### config.mk
export PLATFORM = sky130hd
export DESIGN_NAME = mem_access_unit
export DESIGN_NICKNAME = d
export VERILOG_FILES = /design/src/rtl/mem_access_unit.sv
export SDC_FILE = /design/constraint.sdc
export NUM_CORES = 1
export LEC_CHECK = 0
export CAP_MARGIN = 20
export CORE_MARGIN = 3
export CORE_UTILIZATION = 48
export CTS_CLUSTER_SIZE = 12
export DETAILED_ROUTE_END_ITERATION = 8
export GPL_TIMING_DRIVEN = 0
export PLACE_DENSITY_LB_ADDON = 0.08
export SYNTH_ARGS = -nofsm -noshare
export SYNTH_HDL_FRONTEND = slang
export SYNTH_SLANG_ARGS = --single-unit
export TNS_END_PERCENT = 50
### constraint.sdc
create_clock -name clk -period 5.9 [get_ports clk]
set_clock_uncertainty 0.1 [all_clocks]
set_input_delay 0.885 -clock clk [delete_from_list [all_inputs] [get_ports clk]]
set_output_delay 0.885 -clock clk [all_outputs]
set_load 0.1 [all_outputs]
### src/rtl/mem_access_unit.sv
// rtl/mem_access_unit.sv - CPU load/store unit: big-endian lanes, byte/half read-modify-write, registered strobes
module mem_access_unit #(
  parameter int unsigned MEM_TOP = 300
) (
  input  logic        clk,
  input  logic        rst,
  input  logic        req_valid,
  output logic        req_ready,
  input  logic        req_we,
  input  logic [1:0]  req_size,
  input  logic        req_signed,
  input  logic [31:0] req_addr,
  input  logic [31:0] req_wdata,
  output logic        rsp_valid,
  input  logic        rsp_ready,
  output logic [31:0] rsp_rdata,
  output logic        rsp_err,
  output logic [31:0] Daddr,
  output logic [31:0] DataIn,
  input  logic [31:0] DataOut,
  output logic        mRD,
  output logic        mWR
);

  typedef enum logic [1:0] {IDLE, READ, WRITE, RESP} state_t;

  state_t      state_q;
  logic        we_q, signed_q;
  logic [1:0]  size_q;
  logic [31:0] addr_q, wdata_q, rbuf_q, rsp_rdata_q;
  logic        mrd_q, mwr_q, rsp_valid_q, rsp_err_q;
  logic        req_err_d;

  function automatic logic [31:0] load_ext(input logic [31:0] w, input logic [1:0] sz,
                                           input logic [1:0] off, input logic sgn);
    logic [7:0]  b;
    logic [15:0] h;
    case (off)
      2'd0:    b = w[31:24];
      2'd1:    b = w[23:16];
      2'd2:    b = w[15:8];
      default: b = w[7:0];
    endcase
    h = off[1] ? w[15:0] : w[31:16];
    case (sz)
      2'b00:   load_ext = sgn ? {{24{b[7]}}, b} : {24'b0, b};
      2'b01:   load_ext = sgn ? {{16{h[15]}}, h} : {16'b0, h};
      default: load_ext = w;
    endcase
  endfunction

  // Word stores pass wdata straight through; narrower stores patch one lane of the read buffer.
  function automatic logic [31:0] merge(input logic [31:0] w, input logic [1:0] sz,
                                        input logic [1:0] off, input logic [31:0] d);
    logic [31:0] r;
    r = w;
    if (sz == 2'b00) begin
      case (off)
        2'd0:    r[31:24] = d[7:0];
        2'd1:    r[23:16] = d[7:0];
        2'd2:    r[15:8]  = d[7:0];
        default: r[7:0]   = d[7:0];
      endcase
    end else if (sz == 2'b01) begin
      if (off[1]) r[15:0] = d[15:0];
      else        r[31:16] = d[15:0];
    end else begin
      r = d;
    end
    merge = r;
  endfunction

  always_comb begin
    req_err_d = 1'b0;
    case (req_size)
      2'b11:   req_err_d = 1'b1;
      2'b01:   req_err_d = req_addr[0];
      2'b10:   req_err_d = (req_addr[1:0] != 2'b00);
      default: req_err_d = 1'b0;
    endcase
    if (({1'b0, req_addr[31:2], 2'b00} + 33'd3) > 33'(MEM_TOP)) req_err_d = 1'b1;
  end

  always_ff @(posedge clk or posedge rst) begin
    if (rst) begin
      state_q     <= IDLE;
      we_q        <= 1'b0;
      signed_q    <= 1'b0;
      size_q      <= 2'b00;
      addr_q      <= 32'd0;
      wdata_q     <= 32'd0;
      rbuf_q      <= 32'd0;
      rsp_rdata_q <= 32'd0;
      rsp_valid_q <= 1'b0;
      rsp_err_q   <= 1'b0;
      mrd_q       <= 1'b1;
      mwr_q       <= 1'b1;
    end else begin
      case (state_q)
        IDLE: if (req_valid) begin
          we_q     <= req_we;
          signed_q <= req_signed;
          size_q   <= req_size;
          addr_q   <= req_addr;
          wdata_q  <= req_wdata;
          if (req_err_d) begin
            state_q     <= RESP;
            rsp_valid_q <= 1'b1;
            rsp_err_q   <= 1'b1;
            rsp_rdata_q <= 32'd0;
          end else if (req_we && req_size == 2'b10) begin
            state_q <= WRITE;
            mwr_q   <= 1'b0;
          end else begin
            state_q <= READ;
            mrd_q   <= 1'b0;
          end
        end
        READ: begin
          mrd_q  <= 1'b1;
          rbuf_q <= DataOut;
          if (we_q) begin
            state_q <= WRITE;
            mwr_q   <= 1'b0;
          end else begin
            state_q     <= RESP;
            rsp_valid_q <= 1'b1;
            rsp_err_q   <= 1'b0;
            rsp_rdata_q <= load_ext(DataOut, size_q, addr_q[1:0], signed_q);
          end
        end
        WRITE: begin
          mwr_q       <= 1'b1;
          state_q     <= RESP;
          rsp_valid_q <= 1'b1;
          rsp_err_q   <= 1'b0;
          rsp_rdata_q <= 32'd0;
        end
        RESP: if (rsp_ready) begin
          state_q     <= IDLE;
          rsp_valid_q <= 1'b0;
          rsp_err_q   <= 1'b0;
          rsp_rdata_q <= 32'd0;
        end
        default: state_q <= IDLE;
      endcase
    end
  end

  // Address and write word derive only from latched request state, so they hold through READ/WRITE.
  assign Daddr     = {addr_q[31:2], 2'b00};
  assign DataIn    = merge(rbuf_q, size_q, addr_q[1:0], wdata_q);
  assign req_ready = (state_q == IDLE) && !rst;
  assign rsp_valid = rsp_valid_q;
  assign rsp_rdata = rsp_rdata_q;
  assign rsp_err   = rsp_err_q;
  assign mRD       = mrd_q;
  assign mWR       = mwr_q;

endmodule
==> results.ini, run 1 <==
[cts]
cts_resized = 0
htreeDepth = 4
numCtsBuffers = 17
cts.clk_slew.worst_paths_ns = 0.05
holdBufCountCts = 0
cts.sinks = 138
clock-root-buffer = clkbuf_16
cts.path.max_buffers = 2
cts_setup_buffers = 0
cts_tree = built
insertion_delay_ns = 0.42

[detailed_routing]
drc = 0
wl_per_cell_microns = 20.7
final_antenna_net_count = 0
via_count = 5808
dr.pass1.iters = 5
first_iter_violations = 435
wirelength_microns = 20700
vias_per_cell = 5.79

[setup_path]
path_class = flop to output port
rr_worst_depth = 9
crit_path_start = size_q[1]
r2r_start = state_q[0]
r2r_end = rsp_rdata[2]
rrSetupSlack_ns = 3.30
critical_path.startpoint_type = flop
arrival_ns = 3.82
worstPathRequired_ns = 4.91
cp-end-kind = output port
cp_max_fo = 10

[sta]
setup_viol = 0
fin_crit_ns = 4.80
final_hold_viol_count = 0
rsz0062_at_grt = no
min_period_over_period = 0.814
relSlewSlack = 0.308
slew_viol_final = 0
tightest_slew_ns = 1.04
fmax_mhz = 208

[global_route]
grt_usage = 0.260
grtUsageMet1 = 0.331
grt_remaining_overflow = 0
grtUsageMet3 = 0.0742
grt_pass1_vias = 5980
grt_max_degree = 94
use_met2 = 0.439
grt_pass1_wl_microns = 32300
top_usage_layer = met2
antenna_found_initial = 0

[synth]
synth_seq_cells = 138
synthCells = 588
syn_area_sq_um = 6910
synth_top_area_cell = dfrtp_1
yosys_warnings = 0
synth_top_area_frac = 0.492
yosysSeqAreaShare = 0.500
avgSynthCellArea_sq_um = 11.8
synth.distinct_cells = 43
synthTopCellsByArea = dfrtp_1 49%, mux2_2 18%, buf_4 3.6%

[placement]
portBuffers = 202
dp.cells = 972
gp_congestion = 0.871
hpwl_microns = 15500

[floorplanning]
ioPinCount = 205
rows = 43
core_region_area_sq_um = 14000
die-area_sq_um = 15900
fp.dieW_microns = 126
start_util = 0.494
die_h_microns = 126

[run_status]
outcome = complete, no violations

[min_path]
min_to = rsp_rdata[20]
hp-class = flop to flop
hold_depth = 1
hold_start = rsp_rdata[20]

[cells_and_area]
nNetsFinal = 921
areaGrowthSynthToFinish_pct = 41.0
drive_above_1_share = 0.224
antennaDiodeCount = 0
final_cells = 1003
fillerInstances = 1019

[job]
maxCapViolations = 0

through the flow:
step | setup WS, ns | cell area (sq um) | utilization | hold WS (ns) | setup TNS [ns]
after floorplan | 1.22 | 6920 | - | 0.375 | 0
after CTS | 1.11 | 9750 | 0.697 | 0.395 | 0
after global placement | -0.599 | 9160 | 0.655 | 0.374 | -80.04
after detailed placement | 1.58 | 9200 | 0.657 | 0.379 | 0
after global routing | 0.878 | 9750 | 0.697 | 0.408 | 0
final | 1.10 | 9750 | 0.697 | 0.391 | 0
how the worst max path moves through the flow:
stage,endpoint,cells after the start
final,DataIn[15],7
after global routing,DataIn[15],7
after CTS,DataIn[15],7
after floorplan,addr_q[0],1
after detailed placement,DataIn[15],7
after global placement,wdata_q[18],2
cell families after synthesis:
logic type               share of synthesized area
flip-flops                                   0.500
other                                     0.000542
adder cells (fa/ha/maj)                     0.0109
multiplexers                                 0.220
AND/OR/NAND/NOR                             0.0485
buffers and inverters                       0.0673
AO/OA/AOI/OAI                                0.152
cell usage after synthesis (all sizes together):
library cell / number
nor4: 5
nor2b: 2
o211ai: 1
a21oi: 17
a21o: 12
dfstp: 2
a221o: 1
a2bb2oi: 1
o2bb2ai: 21
nor3: 13
a31oi: 1
nand3b: 1
nand2: 27
a22oi: 8
conb: 1
inv: 10
dfrtp: 136
nand2b: 2
a41oi: 1
o22ai: 25
mux2: 112
nor2: 22
o2111a: 1
ha: 6
a211oi: 3
o21ai: 24
a311oi: 2
mux4: 1
nand4: 1
nand3: 2
mux2i: 24
clkinv: 1
clkbuf: 20
or2: 1
a221oi: 17
a21boi: 1
a22o: 10
buf: 52
a211o: 1
flip-flops by register name (all words and copies together) (netlist names):
register	cells
mRD	1
wdata_q	32
rsp_valid	1
rsp_rdata	32
state_q	2
size_q	2
mWR	1
we_q	1
addr_q	32
signed_q	1
rbuf_q	32
rsp_err	1
metal layers:
metal | wire [microns] | vias to the layer above
li1 | - | 2587
met1 | 8240 | 2917
met2 | 10500 | 275
met3 | 1670 | 29
met5 | 0 | -
met4 | 334 | 0
placed cells by master (no fill, tap or decap), drive strengths merged, types with 5 or more instances in the layout:
cell type and instances:
clkbuf 50, a221oi 17, mux2i 24, buf 53
nor3 13, a21oi 17, nor2 22, a22o 10
a22oi 8, o2bb2ai 21, nand2 27, clkdlybuf4s50 202
a21o 12, nor4 5, dfrtp 136, o21ai 24
mux2 112, inv 10, o22ai 25, ha 6
worst max-delay path, stage by stage (launching register included):
cell             delay, ns
dfrtp_1               0.32
clkbuf_1              0.35
or2_2                 0.19
clkbuf_1              0.31
clkbuf_1              0.43
o22ai_1               0.17
a221oi_1              0.40
clkdlybuf4s50_1       1.23
area by class of cell:
cell class	instances	area (sq um)	area share
well taps	180	225	0.0231
clock buffers	30	524	0.0538
clock inverters	1	30.0	0.00308
repair buffers	203	2050	0.210
multi-input cells	368	3000	0.307
inverters	11	46.3	0.00475
flip-flops and latches	138	3460	0.354
plain buffers	72	424	0.0435
Power of run 1 is left out: the tool's default activity adds up to more than one toggle a clock period on the data nets, which glitch-free logic cannot reach.
==> inputs of run 2 (changes only) <==
Settings changed: CORE_UTILIZATION 48 to 43.
Clock period 5.9 ns to 4.1 ns, I/O delays scaled along.
==> results.ini, run 2 (synthesized netlist as in run 1, its figures left out) <==
[sta]
setup_ws_ns = 0.152  ; was 1.10 ns
relSlewSlack = 0.332  ; was 0.308
rsz0062_at_grt = yes  ; was no
min_period_over_period = 0.963
fin_tns_setup_ns = 0  ; unchanged
setup_viol = 0  ; unchanged
fmax_mhz = 253
tightest_slew_ns = 0.999  ; was 1.04 ns
fin_crit_ns = 3.95
whs_ns = 0.393  ; was 0.391 ns
slew_viol_final = 0  ; unchanged
final_hold_viol_count = 0  ; unchanged

[detailed_routing]
via_count = 5691  ; was 5,808
dr.pass1.iters = 5  ; unchanged
first_iter_violations = 383  ; was 435
drc = 0  ; unchanged
final_antenna_net_count = 0  ; unchanged
vias_per_cell = 5.49  ; was 5.79
wl_per_cell_microns = 20.3  ; was 20.7 microns
wirelength_microns = 21000  ; was 20,700 microns

[floorplanning]
die_h_microns = 133  ; was 126 microns
rows = 45  ; was 43
core_region_area_sq_um = 15500  ; was 14,000 sq um
ioPinCount = 205  ; unchanged
die-area_sq_um = 17600  ; was 15,900 sq um
fp.dieW_microns = 133  ; was 126 microns
start_util = 0.446  ; was 0.494

[cts]
cts_setup_buffers = 0  ; unchanged
clock-root-buffer = clkbuf_16  ; unchanged
cts.path.max_buffers = 2  ; unchanged
cts_tree = built  ; unchanged
cts.clk_slew.worst_paths_ns = 0.06  ; was 0.05 ns
cts.sinks = 138  ; unchanged
htreeDepth = 4  ; unchanged
insertion_delay_ns = 0.42  ; about the same
cts_resized = 55  ; was 0
numCtsBuffers = 17  ; unchanged
holdBufCountCts = 0  ; unchanged

[placement]
gp_congestion = 0.888  ; was 0.871
portBuffers = 202  ; unchanged
pre_cts_ws_ns = 0.0309  ; was 1.58 ns
hpwl_microns = 16100  ; was 15,500 microns

[cells_and_area]
most-common-layout-cells = 170 x clkdlybuf4s50_1, 136 x dfrtp_1, 112 x mux2_2  ; was 202 x clkdlybuf4s50_1, 136 x dfrtp_1, 112 x mux2_2
fillerInstances = 1241  ; was 1,019
drive_above_1_share = 0.248  ; was 0.224
antennaDiodeCount = 0  ; unchanged
areaGrowthSynthToFinish_pct = 42.8  ; was 41.0%
final_common_cell = clkdlybuf4s50_1  ; unchanged
nNetsFinal = 923  ; was 921

[min_path]
hp-class = flop to flop  ; unchanged

[setup_path]
cp-end-kind = output port  ; unchanged
cp_max_fo = 10  ; unchanged
worstPathRequired_ns = 3.38  ; was 4.91 ns
critical_path.startpoint_type = flop  ; unchanged
path_class = flop to output port  ; unchanged
arrival_ns = 3.23  ; was 3.82 ns

[job]
maxCapViolations = 0  ; unchanged

[global_route]
grt_max_degree = 44  ; was 94
grt_usage = 0.242  ; was 0.260
grt_pass1_vias = 6061  ; was 5,980
grt_pass1_wl_microns = 33400  ; was 32,300 microns
antenna_found_initial = 0  ; unchanged
grt_remaining_overflow = 0  ; unchanged

[run_status]
outcome = complete, no violations  ; unchanged

[run 2: cell types whose count changed in the layout (fill, tap and decap cells not counted), moves of 2 or more]
cell,before,now
clkdlybuf4s50_1,202,170
bufinv_16,1,4
clkinv_4,0,3
buf_12,0,3
clkdlybuf4s15_2,0,9
clkinv_2,0,2
clkinvlp_4,0,4
clkdlybuf4s15_1,0,2
clkbuf_2,0,2
clkbuf_8,5,0
dlygate4sd2_1,0,18
clkbuf_1,28,21
[run 2: routing by layer]
| layer | global-route usage | part of all wire |
|---|---|---|
| met3 | 0.0707 | 0.074 |
| met5 | 0 | 0 |
| met2 | 0.408 | 0.50 |
| met4 | 0.0768 | 0.019 |
| met1 | 0.300 | 0.40 |
[run 2: area by class of cell]
class                      count  area, sq um  share of cell area
tap                          211          264              0.0267
sequential                   138         3460               0.350
clock inverter                14          196              0.0199
clock buffer                  18          429              0.0435
inverter                      11         45.0             0.00456
buffer                        72          424              0.0430
multi-input combinational    368         3000               0.303
timing repair buffer         205         2060               0.209
[run 2: metrics by stage]
step,util,area (sq um),cells
2_1_floorplan,-,6920,589
3_3_place_gp,0.595,9210,1002
3_5_place_dp,0.598,9270,1005
4_1_cts,0.638,9880,1037
5_1_grt,0.638,9870,1037
6_report,0.638,9870,1037
[run 2: path summary, 6_finish.rpt]
check                         startpoint            end  slack [ns]  cells past startpoint
setup / recovery               size_q[1]     DataIn[16]        0.15                      6
max in group asynchronous            rst     rbuf_q[19]        2.52                      4
hold reg to reg            rsp_rdata[18]  rsp_rdata[18]        0.39                      1
min in group asynchronous            rst      addr_q[7]        0.54                      2
setup reg to reg              state_q[1]  rsp_rdata[23]        1.47                      7
hold / removal             rsp_rdata[18]  rsp_rdata[18]        0.39                      1
[run 2: critical path, stage by stage, from the launching register on]
cell	delay, ns
dfrtp_1	0.32
clkbuf_1	0.33
clkbuf_1	0.64
clkbuf_1	0.44
nand2_1	0.12
o21ai_0	0.10
dlygate4sd2_1	0.88
Power of run 2 is left out for the same reason.
==> inputs of run 3 (changes only) <==
Settings changed: SKIP_LAST_GASP set to 1.
==> results.ini, run 3 (synthesized netlist as in run 1, its figures left out) <==
[run_status]
outcome = complete, but fails checks  ; was complete, no violations
violations = negative setup slack

[cts]
cts.sinks = 138  ; unchanged
htreeDepth = 4  ; unchanged
cts_setup_buffers = 0  ; unchanged
cts.clk_slew.worst_paths_ns = 0.06  ; about the same
cts.path.max_buffers = 2  ; unchanged
clock-root-buffer = clkbuf_16  ; unchanged
numCtsBuffers = 17  ; unchanged
holdBufCountCts = 0  ; unchanged
cts_tree = built  ; unchanged
insertion_delay_ns = 0.42  ; about the same

[setup_path]
worstPathRequired_ns = 3.38  ; about the same
cp.depth = 6  ; unchanged
crit_path_top_delay_cell = clkdlybuf4s50_1  ; was dlygate4sd2_1
rr_worst_depth = 7  ; unchanged
rrSetupSlack_ns = 1.47  ; about the same
path_class = flop to output port  ; unchanged
arrival_ns = 3.44  ; was 3.23 ns
r2r_end = rsp_rdata[23]  ; unchanged
crit_chain = clkbuf_1 > clkbuf_1 > clkbuf_1 > nand2_1 > o21ai_0 > clkdlybuf4s50_1  ; was clkbuf_1 > clkbuf_1 > clkbuf_1 > nand2_1 > o21ai_0 > dlygate4sd2_1
crit_path_frequent_cell = clkbuf_1  ; unchanged
cp_max_fo = 10  ; unchanged
r2r_start = state_q[1]  ; unchanged
critPathCapture = DataIn[27]  ; was DataIn[16]
cp-end-kind = output port  ; unchanged
critPathTopFamily = buffers and inverters  ; unchanged
cpPeakStageDelay_ns = 1.17  ; was 0.88 ns
critical_path.startpoint_type = flop  ; unchanged
crit_path_start = size_q[1]  ; unchanged
path_buf_inv = 4  ; unchanged

[min_path]
hp-class = flop to flop  ; unchanged

[placement]
portBuffers = 202  ; unchanged
hpwl_microns = 16100  ; unchanged
gp_congestion = 0.888  ; unchanged
dpl_cell_area_sq_um = 9270  ; unchanged

[floorplanning]
die-area_sq_um = 17600  ; unchanged
core_region_area_sq_um = 15500  ; unchanged
fp.dieW_microns = 133  ; unchanged
start_util = 0.446  ; unchanged
die_h_microns = 133  ; unchanged
rows = 45  ; unchanged
ioPinCount = 205  ; unchanged

[sta]
min_period_over_period = 1.01  ; was 0.963
setup_ws_ns = -0.0567  ; was 0.152 ns
fin_crit_ns = 4.16  ; was 3.95 ns
fmax_mhz = 241  ; was 253 MHz
slew_viol_final = 0  ; unchanged
whs_ns = 0.393  ; about the same
tightest_slew_ns = 1.03  ; was 0.999 ns
setup_viol = 6  ; was 0
rsz0062_at_grt = yes  ; unchanged
final_hold_viol_count = 0  ; unchanged
relSlewSlack = 0.317  ; was 0.332

[global_route]
grt_remaining_overflow = 0  ; unchanged
antenna_found_initial = 0  ; unchanged
grt_max_degree = 44  ; unchanged
grt_pass1_wl_microns = 33400  ; about the same
grt_usage = 0.242  ; about the same
grt_pass1_vias = 6062  ; was 6,061

[job]
maxCapViolations = 0  ; unchanged

[detailed_routing]
dr.pass1.iters = 5  ; unchanged
drc = 0  ; unchanged
final_antenna_net_count = 0  ; unchanged
vias_per_cell = 5.49  ; about the same
wl_per_cell_microns = 20.2  ; was 20.3 microns
wirelength_microns = 21000  ; about the same
via_count = 5692  ; was 5,691
first_iter_violations = 383  ; unchanged

[cells_and_area]
final_common_cell = clkdlybuf4s50_1  ; unchanged
post-route-util = 0.640  ; was 0.638
fillerInstances = 1223  ; was 1,241
areaGrowthSynthToFinish_pct = 43.5  ; was 42.8%
antennaDiodeCount = 0  ; unchanged
nNetsFinal = 923  ; unchanged
most-common-layout-cells = 176 x clkdlybuf4s50_1, 136 x dfrtp_1, 112 x mux2_2  ; was 170 x clkdlybuf4s50_1, 136 x dfrtp_1, 112 x mux2_2
seqCellArea_sq_um = 3460  ; unchanged
multi_input_area_sq_um = 3000  ; unchanged
stdcell_area_sq_um = 9920  ; was 9870 sq um
drive_above_1_share = 0.246  ; was 0.248

## run 3: cell count changes in the layout (fill, tap and decap cells not counted)
cell             delta
clkdlybuf4s15_1     -2
dlygate4sd2_1      -12
dlymetal6s2s_1     +10
clkbuf_2            -1
clkdlybuf4s50_1     +6
clkdlybuf4s15_2     -1
## run 3: how the worst min path moves through the flow
stage                       start             to  slack, ns  cells past startpoint
floorplan               rbuf_q[0]      rbuf_q[0]       0.37                      1
global placement     rsp_rdata[2]   rsp_rdata[2]       0.37                      1
detailed placement  rsp_rdata[19]  rsp_rdata[19]       0.38                      1
CTS                  rsp_rdata[4]   rsp_rdata[4]       0.40                      1
global route        rsp_rdata[18]  rsp_rdata[18]       0.41                      1
finish              rsp_rdata[18]  rsp_rdata[18]       0.39                      1
## run 3: metrics by stage
step	instances	worst slack [ns]	setup TNS [ns]
after floorplan	589	-0.244	-1.77
after global placement	1002	0.0861	0
after detailed placement	1005	0.0309	0
after CTS	1037	-0.130	-1.11
after global routing	1037	-0.197	-1.40
final	1037	-0.0567	-0.192
## run 3: cell type report
cell class                 count  share of cell area
timing repair buffer         205               0.212
clock inverter                14              0.0198
sequential                   138               0.348
inverter                      11             0.00454
multi-input combinational    368               0.302
buffer                        72              0.0428
clock buffer                  18              0.0433
tap                          211              0.0266
## run 3: repair_timing
action / 4_1_cts / 5_1_grt
resized for setup: 36 / 14
setup endpoints to repair: 31 / 25
pin swaps: 0 / 0
## run 3: routing by layer
metal | part of all wire | track usage | wire (microns)
met5 | 0 | 0 | 0
met4 | 0.020 | 0.0768 | 426
met1 | 0.41 | 0.300 | 8550
met2 | 0.50 | 0.408 | 10600
met3 | 0.069 | 0.0707 | 1460
Power of run 3 is left out for the same reason.
